### config.mk
export PLATFORM = sky130hd
export DESIGN_NAME = sel_ctrl
export DESIGN_NICKNAME = d
export VERILOG_FILES = /design/src/rtl/game_pkg.sv /design/src/rtl/next_free_pos.sv /design/src/rtl/sel_ctrl.sv
export SDC_FILE = /design/constraint.sdc
export NUM_CORES = 1
export LEC_CHECK = 0
export BUFFER_PORTS_ARGS = -buffer_cell sky130_fd_sc_hd__buf_2
export CORE_MARGIN = 2
export CORE_UTILIZATION = 59
export CTS_CLUSTER_SIZE = 10
export DETAILED_ROUTE_END_ITERATION = 16
export MAX_ROUTING_LAYER = met4
export PLACE_DENSITY = 0.84
export SYNTH_ARGS = -nofsm -noshare
export SYNTH_HDL_FRONTEND = slang
export SYNTH_SLANG_ARGS = --single-unit
### constraint.sdc
create_clock -name clk -period 3.2 [get_ports clk]
set_input_delay 0.16 -clock clk [delete_from_list [all_inputs] [get_ports clk]]
set_output_delay 0.16 -clock clk [all_outputs]
set_load 0.05 [all_outputs]
### src/rtl/game_pkg.sv
// rtl/game_pkg.sv - shared types and constants for the 24-game play field
// Purpose: position width, operator encodings, controller states, selection
// field layout and small mask helpers shared by the selection logic.
// Ports: none (package).
package game_pkg;

  localparam int POS_W         = 2;
  localparam int NUM_POS       = 4;
  localparam int SEL_W         = 3;
  localparam int SEL_VALID_BIT = 2;

  typedef enum logic [1:0] {
    OP_ADD = 2'd0,
    OP_SUB = 2'd1,
    OP_MUL = 2'd2,
    OP_DIV = 2'd3
  } op_e;

  typedef enum logic [1:0] {
    ST_IDLE   = 2'd0,
    ST_FIRST  = 2'd1,
    ST_SECOND = 2'd2,
    ST_REQ    = 2'd3
  } state_e;

  // Selection field seen by the renderer: bit 2 valid, bits 1:0 position.
  typedef struct packed {
    logic             valid;
    logic [POS_W-1:0] pos;
  } sel_t;

  function automatic logic [NUM_POS-1:0] pos_mask(input logic [POS_W-1:0] p);
    logic [NUM_POS-1:0] m;
    m    = '0;
    m[p] = 1'b1;
    return m;
  endfunction

  function automatic logic [2:0] popcount(input logic [NUM_POS-1:0] v);
    logic [2:0] n;
    n = '0;
    for (int i = 0; i < NUM_POS; i++) n = n + {2'b00, v[i]};
    return n;
  endfunction

endpackage

### src/rtl/next_free_pos.sv
// rtl/next_free_pos.sv - finds the nearest unused position after the cursor
// Purpose: combinational search of cur+1, cur+2, cur+3 (mod 4) for a clear
// bit in the used mask.
// Ports: cur_i (current position), used_i (consumed mask),
//        pos_o (next free position, cur_i when none), found_o (a free one exists).
module next_free_pos
  import game_pkg::*;
(
  input  logic [POS_W-1:0]   cur_i,
  input  logic [NUM_POS-1:0] used_i,
  output logic [POS_W-1:0]   pos_o,
  output logic               found_o
);

  logic [POS_W-1:0] cand;

  // Walk farthest to nearest so the nearest free position is the last write.
  always_comb begin
    pos_o   = cur_i;
    found_o = 1'b0;
    cand    = cur_i;
    for (int k = NUM_POS - 1; k >= 1; k--) begin
      cand = cur_i + k[POS_W-1:0];
      if (!used_i[cand]) begin
        pos_o   = cand;
        found_o = 1'b1;
      end
    end
  end

endmodule

### src/rtl/sel_ctrl.sv
// rtl/sel_ctrl.sv - cursor/operand selection controller with combine handshake
// Purpose: turns button pulses into cursor and two operand selections, issues
// a combine request over req/ack and tracks consumed positions.
// Ports: clk, rst_n (async active-low); frame_start, btn_next, btn_sel,
//        btn_clr, new_game, op_in, ack (inputs); req, a_pos, b_pos, op, used,
//        done (clock-edge outputs); cursor, s1, s2 (frame-synchronous copies).
module sel_ctrl
  import game_pkg::*;
#(
  parameter int NPOS = 4  // 2-bit position encoding only supports 4
) (
  input  logic             clk,
  input  logic             rst_n,
  input  logic             frame_start,
  input  logic             btn_next,
  input  logic             btn_sel,
  input  logic             btn_clr,
  input  logic             new_game,
  input  logic [1:0]       op_in,
  output logic             req,
  output logic [POS_W-1:0] a_pos,
  output logic [POS_W-1:0] b_pos,
  output logic [1:0]       op,
  input  logic             ack,
  output logic [POS_W-1:0] cursor,
  output logic [SEL_W-1:0] s1,
  output logic [SEL_W-1:0] s2,
  output logic [NPOS-1:0]  used,
  output logic             done
);

  state_e           state_q;
  logic             req_q;
  logic [POS_W-1:0] a_pos_q, b_pos_q;
  op_e              op_q;
  logic [NPOS-1:0]  used_q;
  logic             done_q;

  // Shadow copies updated immediately; display copies follow on frame_start.
  logic [POS_W-1:0] cur_q;
  sel_t             s1_q, s2_q;
  logic [POS_W-1:0] cur_disp_q;
  sel_t             s1_disp_q, s2_disp_q;

  logic [POS_W-1:0] nf_pos;
  logic             nf_found;
  logic [NPOS-1:0]  used_ack_d;

  next_free_pos u_next_free_pos (
    .cur_i   (cur_q),
    .used_i  (used_q),
    .pos_o   (nf_pos),
    .found_o (nf_found)
  );

  assign used_ack_d = used_q | pos_mask(a_pos_q);

  always_ff @(posedge clk or negedge rst_n) begin
    if (!rst_n) begin
      state_q    <= ST_IDLE;
      req_q      <= 1'b0;
      a_pos_q    <= '0;
      b_pos_q    <= '0;
      op_q       <= OP_ADD;
      used_q     <= '0;
      done_q     <= 1'b0;
      cur_q      <= '0;
      s1_q       <= '0;
      s2_q       <= '0;
      cur_disp_q <= '0;
      s1_disp_q  <= '0;
      s2_disp_q  <= '0;
    end else begin
      // Captures the pre-edge shadow, so a coincident pulse shows next frame.
      if (frame_start) begin
        cur_disp_q <= cur_q;
        s1_disp_q  <= s1_q;
        s2_disp_q  <= s2_q;
      end

      if (new_game) begin
        state_q <= ST_IDLE;
        req_q   <= 1'b0;
        used_q  <= '0;
        done_q  <= 1'b0;
        cur_q   <= '0;
        s1_q    <= '0;
        s2_q    <= '0;
      end else begin
        case (state_q)
          ST_REQ: begin
            if (ack) begin
              used_q  <= used_ack_d;
              done_q  <= (popcount(used_ack_d) == 3'd3);
              s1_q    <= '0;
              s2_q    <= '0;
              cur_q   <= b_pos_q;  // result lives in b_pos
              req_q   <= 1'b0;
              state_q <= ST_IDLE;
            end
          end
          default: begin
            // Strict priority: a clear in IDLE still swallows sel/next.
            if (btn_clr) begin
              if (state_q != ST_IDLE) begin
                s1_q    <= '0;
                s2_q    <= '0;
                state_q <= ST_IDLE;
              end
            end else if (btn_sel && !done_q) begin
              case (state_q)
                ST_IDLE: begin
                  s1_q    <= '{valid: 1'b1, pos: cur_q};
                  state_q <= ST_FIRST;
                end
                ST_FIRST: begin
                  if (cur_q == s1_q.pos) begin
                    s1_q    <= '0;
                    state_q <= ST_IDLE;
                  end else begin
                    s2_q    <= '{valid: 1'b1, pos: cur_q};
                    state_q <= ST_SECOND;
                  end
                end
                ST_SECOND: begin
                  op_q    <= op_e'(op_in);
                  a_pos_q <= s1_q.pos;
                  b_pos_q <= s2_q.pos;
                  req_q   <= 1'b1;
                  state_q <= ST_REQ;
                end
                default: ;
              endcase
            end else if (btn_next && !done_q && nf_found) begin
              cur_q <= nf_pos;
            end
          end
        endcase
      end
    end
  end

  assign req    = req_q;
  assign a_pos  = a_pos_q;
  assign b_pos  = b_pos_q;
  assign op     = op_q;
  assign used   = used_q;
  assign done   = done_q;
  assign cursor = cur_disp_q;
  assign s1     = s1_disp_q;
  assign s2     = s2_disp_q;

endmodule

Word level (Yosys, flattened, before mapping)
Cells that the tools add are included.
{ "classes": {"magnitude_cmp": 5, "n_eq_ne": 12, "bitwise_logic": 4, "mux": 54, "n_addsub": 6, "reduce_logical": 23} }
{ "op_table": {"columns": ["cell", "n"], "rows": [
  ["$mux 3", 13],
  ["$mux 2", 16],
  ["$reduce_and 5->1", 4],
  ["$mux 1", 16],
  ["$lt 2x3->1 const B", 4],
  ["$mux 4", 3],
  ["$ne 5x5->1 const B", 2],
  ["$reduce_bool 3->1", 3],
  ["$reduce_and 4->1", 2],
  ["$reduce_bool 4->1", 2],
  ["$bmux 1 s2", 3],
  ["$pmux 2 s3", 1],
  ["$pmux 3 s2", 1],
  ["$reduce_bool 2->1", 3],
  ["$reduce_bool 6->1", 1],
  ["$reduce_bool 5->1", 1],
  ["$add 2x2->2 const B", 2],
  ["$eq 2x2->1 const B", 2],
  ["$logic_and 1x1->1", 4],
  ["$ne 4x1->1 const B", 1],
  ["$ne 4x3->1 const B", 1],
  ["$or 4x4->4", 1],
  ["$add 2x1->3", 1],
  ["$add 3x1->3", 1],
  ["14 further kinds", 16]
]} }
{ "totals": {"elab_cells": 121, "out_inout_bits": 20, "in_bits": 10, "reg_bits": 30} }

Depth between registers and ports, before layout
{ "logic_depth": {"depth_word": 12, "depth_mapped": 9, "ltp_nobuf": 9} }

Hierarchy
From an unflattened synthesis, not the netlist that was laid out.
{ "unflattened": {"hier_cells": 148, "hier_area_um2": 1626.6} }
{ "by_module_without_submodules": {"columns": ["mod", "seq_area_each_um2", "n_inst", "area_each_um2", "cells_per_inst"], "rows": [
  ["sel_ctrl", 750.7, 1, 1503.9, 127],
  ["next_free_pos", 0.0, 1, 122.6, 21]
]} }

Worst setup path after synthesis
OpenSTA, ideal clock, no wires.
{ "synth_path": {"kind": "reg-to-reg", "from": "register a_pos_q[1], in the netlist a_pos[1]", "to": "register done_q, in the netlist done", "path_buffers": 0, "setup_ns": 0.073, "required_ns": 3.127, "arrival_ns": 2.208, "synth_period_minus_slack_ns": 2.280, "stages_incl_launch_ff": 10, "setup_slack_ns": 0.920, "path_cell_list": "dfrtp_1 inv_1 a21o_1 fa_1 ha_1 ha_1 nand2_1 nor3_1 a21oi_1 nor2_1"} }
{ "synth_between": {"elab_chain_cells": 12, "elab_cells_between_ends": 13, "classes_between": "add/sub (3); order compare (2); eq/ne (1); mux (5); bitwise (1); reduce/logical (1)"} }
{ "synth_lines": {"columns": ["element", "line_no", "text"], "rows": [
  ["from (decl)", "sel_ctrl.sv:34", "logic [POS_W-1:0] a_pos_q, b_pos_q;"],
  ["from (signal assigned)", "sel_ctrl.sv:127", "a_pos_q <= s1_q.pos;"],
  ["$lt 2x3->1 (implied by the code) or $ge 2x1->1 (tied branches)", "game_pkg.sv:35", "m[p] = 1'b1;"],
  ["$logic_and 1x1->1 (implied by the code)", "game_pkg.sv:35", null],
  ["$mux 1 (implied by the code)", "game_pkg.sv:35", null],
  ["$demux 1 s2 *", "game_pkg.sv:35", null],
  ["$or 4x4->4 *", "sel_ctrl.sv:56", "assign used_ack_d = used_q | pos_mask(a_pos_q);"],
  ["$add 1x1->2", "game_pkg.sv:42", "for (int i = 0; i < NUM_POS; i++) n = n + {2'b00, v[i]};"],
  ["$add 2x1->3", "game_pkg.sv:42", null],
  ["$add 3x1->3 *", "game_pkg.sv:42", null],
  ["$eq 3x2->1 *", "sel_ctrl.sv:94", "done_q <= (popcount(used_ack_d) == 3'd3);"],
  ["$mux 1 *", "sel_ctrl.sv:92", "if (ack) begin"],
  ["$mux 1 *", "sel_ctrl.sv:90", "case (state_q)"],
  ["$mux 1 *", "sel_ctrl.sv:81", "if (new_game) begin"],
  ["to (signal assigned)", "sel_ctrl.sv:94", null],
  ["to (decl)", "sel_ctrl.sv:37", "logic done_q;"]
]} }
Mark *: on every way between the ends. The rest lies on a longest branch, timed or not. The select of a mux whose other input is x is not followed.
A chain may end at the register's enable or synchronous reset.

Worst setup path in the final report
{ "layout_path": {"from": "register state_q[0]", "to": "register op_q[0], in the netlist op[0]"} }
{ "layout_between": {"elab_chain_cells": 3, "elab_cells_between_ends": 4, "classes_between": "eq/ne (2); bitwise (1); reduce/logical (1)"} }
{ "layout_lines": {"columns": ["element", "line_no", "text"], "rows": [
  ["from (decl)", "sel_ctrl.sv:32", "state_e state_q;"],
  ["from (signal assigned)", "sel_ctrl.sv:60", "state_q <= ST_IDLE;"],
  ["from (signal assigned)", "sel_ctrl.sv:82", "state_q <= ST_IDLE;"],
  ["from (signal assigned)", "sel_ctrl.sv:99", "state_q <= ST_IDLE;"],
  ["$eq 2x2->1", "sel_ctrl.sv:90", null],
  ["$not 1->1 (no line)", null, null],
  ["$reduce_and 5->1 (no line) *", null, null],
  ["to (signal assigned)", "sel_ctrl.sv:126", "op_q <= op_e'(op_in);"],
  ["to (decl)", "sel_ctrl.sv:35", "op_e op_q;"]
]} }
Mark *: on every way between the ends. The rest lies on a longest branch, timed or not.

==> impl_metrics.json <==
{
  "row_count": 19,
  "nFillCells": 229,
  "synth.distinct_cells": 43,
  "grt_pass1_wl_mm": 5.89,
  "fin_nets": 200,
  "clk_path_buf_depth": 2,
  "final_common_cell": "dfrtp_1",
  "p_int_uw": 538,
  "arrival_ps": 2480,
  "drive_gt1_share_pct": 31.7,
  "finalCritPeriodShare_pct": 70.4,
  "yosys_register_bits": 30,
  "status": "completed",
  "cts_buffers": 5,
  "cts_tree": "yes",
  "power.total_uw": 763,
  "rsz0062_at_grt": "no",
  "syn_nets": 172,
  "setup_ws_ps": 947,
  "hold_path.class": "primary input to flip-flop",
  "drt-vias-per-instance": 5.99,
  "drcViolationCount": 0,
  "die_x_um": 57.0,
  "syn_area_per_cell_sq_um": 10.7,
  "tightest_slew_ps": 640,
  "max_freq_mhz": 444,
  "seqCellArea_sq_um": 751,
  "dieArea_sq_um": 3240,
  "p_leak_nw": 0.957,
  "dpl_cell_area_sq_um": 1770,
  "min_period_ps": 2250,
  "clockRootBuffer": "clkbuf_4",
  "htree_levels": 2,
  "hold_violations": 0,
  "switching_share_pct": 29.5,
  "tns_ps": 0,
  "die_h_um": 57.0,
  "holdWs_ps": 59.8,
  "worstPathMaxFanout": 11,
  "overflow": 0,
  "vias": 1281,
  "vdd_drop_max_v": 0.000463,
  "synth_area_sq_um": 1650,
  "drt_iter0_markers": 65,
  "multiInputGateArea_sq_um": 801,
  "synthCells": 154,
  "cts.sinks": 30,
  "critPathKind": "flip-flop to flip-flop",
  "syn2layout_area_growth_pct": 11.4,
  "final_antenna_net_count": 0,
  "cap_violations": 0,
  "grtUsageMet1_pct": 26.6,
  "initial_core_util_pct": 61.0,
  "pwr-share-comb_pct": 15.3,
  "place_ws_ps": 965,
  "drv_slew": 0,
  "p_per_area_nw_per_um2": 414,
  "ios": 30,
  "first_pass_iters": 5,
  "io_buffers": 29,
  "cp.required_ps": 3420,
  "mostFrequentLayoutCells": "30 x dfrtp_1, 29 x buf_2, 15 x mux2_2",
  "routed_wl_mm": 3.48,
  "track_usage_pct": 24.8,
  "dp_hpwl_mm": 2.57,
  "place_congestion": 0.868,
  "clock_latency_ps": 330,
  "r2r_slack_ps": 950,
  "cts_setup_buffers": 0,
  "gr-usage-met3_pct": 6.35,
  "top_usage_layer": "met2",
  "skew_ps": 9.04,
  "seqPwrFrac_pct": 53.3,
  "core_sq_um": 2710,
  "clk_pin_slew_ps": 90,
  "finish.instance_area_sq_um": 1840,
  "p_sw_uw": 225,
  "antenna_cells": 0,
  "slew_headroom_pct": 57.3,
  "cp-start-kind": "flip-flop",
  "antenna_found_initial": 0,
  "finalSetupViolCount": 0,
  "drt-wirelength-per-cell_um": 16.3,
  "seq_area_frac_synth_pct": 45.4,
  "grt_pass1_vias": 1300,
  "synth-warning-count": 0,
  "cp-end-kind": "flip-flop",
  "grt_use_met2_pct": 42.5,
  "grt_max_degree": 31,
  "power.share.clock_pct": 31.4
}
-- registers in the layout, indices dropped and copies added (netlist names), 3 cells and up --
signal  flops
s1_q        3
s2_q        3
s1          3
used        4
s2          3
-- power groups by stage --
stage          Combinational (mW)  Clock (mW)  Sequential, mW
2_1_floorplan              0.0585           0           0.435
3_3_place_gp                0.111           0           0.412
3_5_place_dp                0.116           0           0.414
4_1_cts                     0.118       0.247           0.406
5_1_grt                     0.128       0.265           0.408
6_report                    0.117       0.240           0.406
-- path summary, 6_finish.rpt --
path / to / startpoint / cells after the start
max in group asynchronous: state_q[0] / rst_n / 2
max reg2reg: op[0] / state_q[0] / 4
min in group asynchronous: used[2] / rst_n / 2
max: op[0] / state_q[0] / 4
min: op[1] / op_in[1] / 2
min reg2reg: s2_q[2] / s2_q[2] / 1
-- layout make-up --
cell class / count / area share, %
inverters: 9 / 1.83
flip-flops and latches: 30 / 40.7
multi-input cells: 106 / 43.4
repair buffers: 30 / 8.42
clock buffers: 6 / 2.78
well taps: 31 / 2.10
clock inverters: 2 / 0.679
-- metrics by stage --
stage / util (%) / std cells
global route: 68.0 / 214
floorplan: - / 154
finish: 68.0 / 214
detailed placement: 65.3 / 205
global placement: 65.3 / 205
CTS: 68.0 / 214
-- synthesized netlist by cell type (all sizes together) --
cell type / number / area share [%]
and3b: 1 / 0.53
nor2b: 2 / 0.76
and4bb: 1 / 0.76
a32o: 2 / 1.2
nor4: 1 / 0.38
a211o: 1 / 0.53
o22a: 1 / 0.53
a41o: 1 / 0.61
nand2b: 2 / 0.76
a22oi: 1 / 0.45
a41oi: 1 / 0.98
mux2: 15 / 10
a221oi: 2 / 1.1
mux2i: 2 / 1.2
o31ai: 1 / 0.45
a21oi: 6 / 1.8
o21bai: 1 / 0.45
and3: 1 / 0.38
a31oi: 6 / 2.3
nor2: 13 / 3.0
xor2: 2 / 1.1
ha: 7 / 5.3
nor3: 4 / 1.5
nand2: 8 / 1.8
dfrtp: 30 / 45
clkbuf: 3 / 0.68
and2: 1 / 0.38
buf: 6 / 3.5
a2bb2oi: 1 / 0.53
or3: 1 / 0.38
nand3: 3 / 1.2
a21o: 4 / 1.8
inv: 9 / 2.0
o21ai: 9 / 3.0
o211ai: 1 / 0.45
a21bo: 1 / 0.61
fa: 1 / 1.2
nor3b: 2 / 0.91
-- critical path: stages, from the launching register on --
cell	delay, ps
dfrtp_1	430
ha_1	350
nor3_2	550
and3_1	430
mux2_2	380
-- timing repair --
item	4_1_cts	5_1_grt
resized for setup	0	0
hold endpoints to repair	30	0
hold buffers	1	0
-- cell families after synthesis --
group                    Yosys count  share of synthesized area (%)
flip-flops                        30                           45.4
AND/OR/NAND/NOR                   40                           12.7
XOR/XNOR                           2                           1.06
adder cells (fa/ha/maj)            8                           6.51
AO/OA/AOI/OAI                     39                           16.7
buffers and inverters             18                           6.20
multiplexers                      17                           11.4
-- layer usage --
layer	vias up	wire [um]	share of wire, %
li1	609	-	-
met1	636	1390	40
met2	28	1910	55
met3	8	137	3.9
met4	0	51	1.5
met5	-	0	0
No activity file was read; power rests on OpenSTA's default activity.
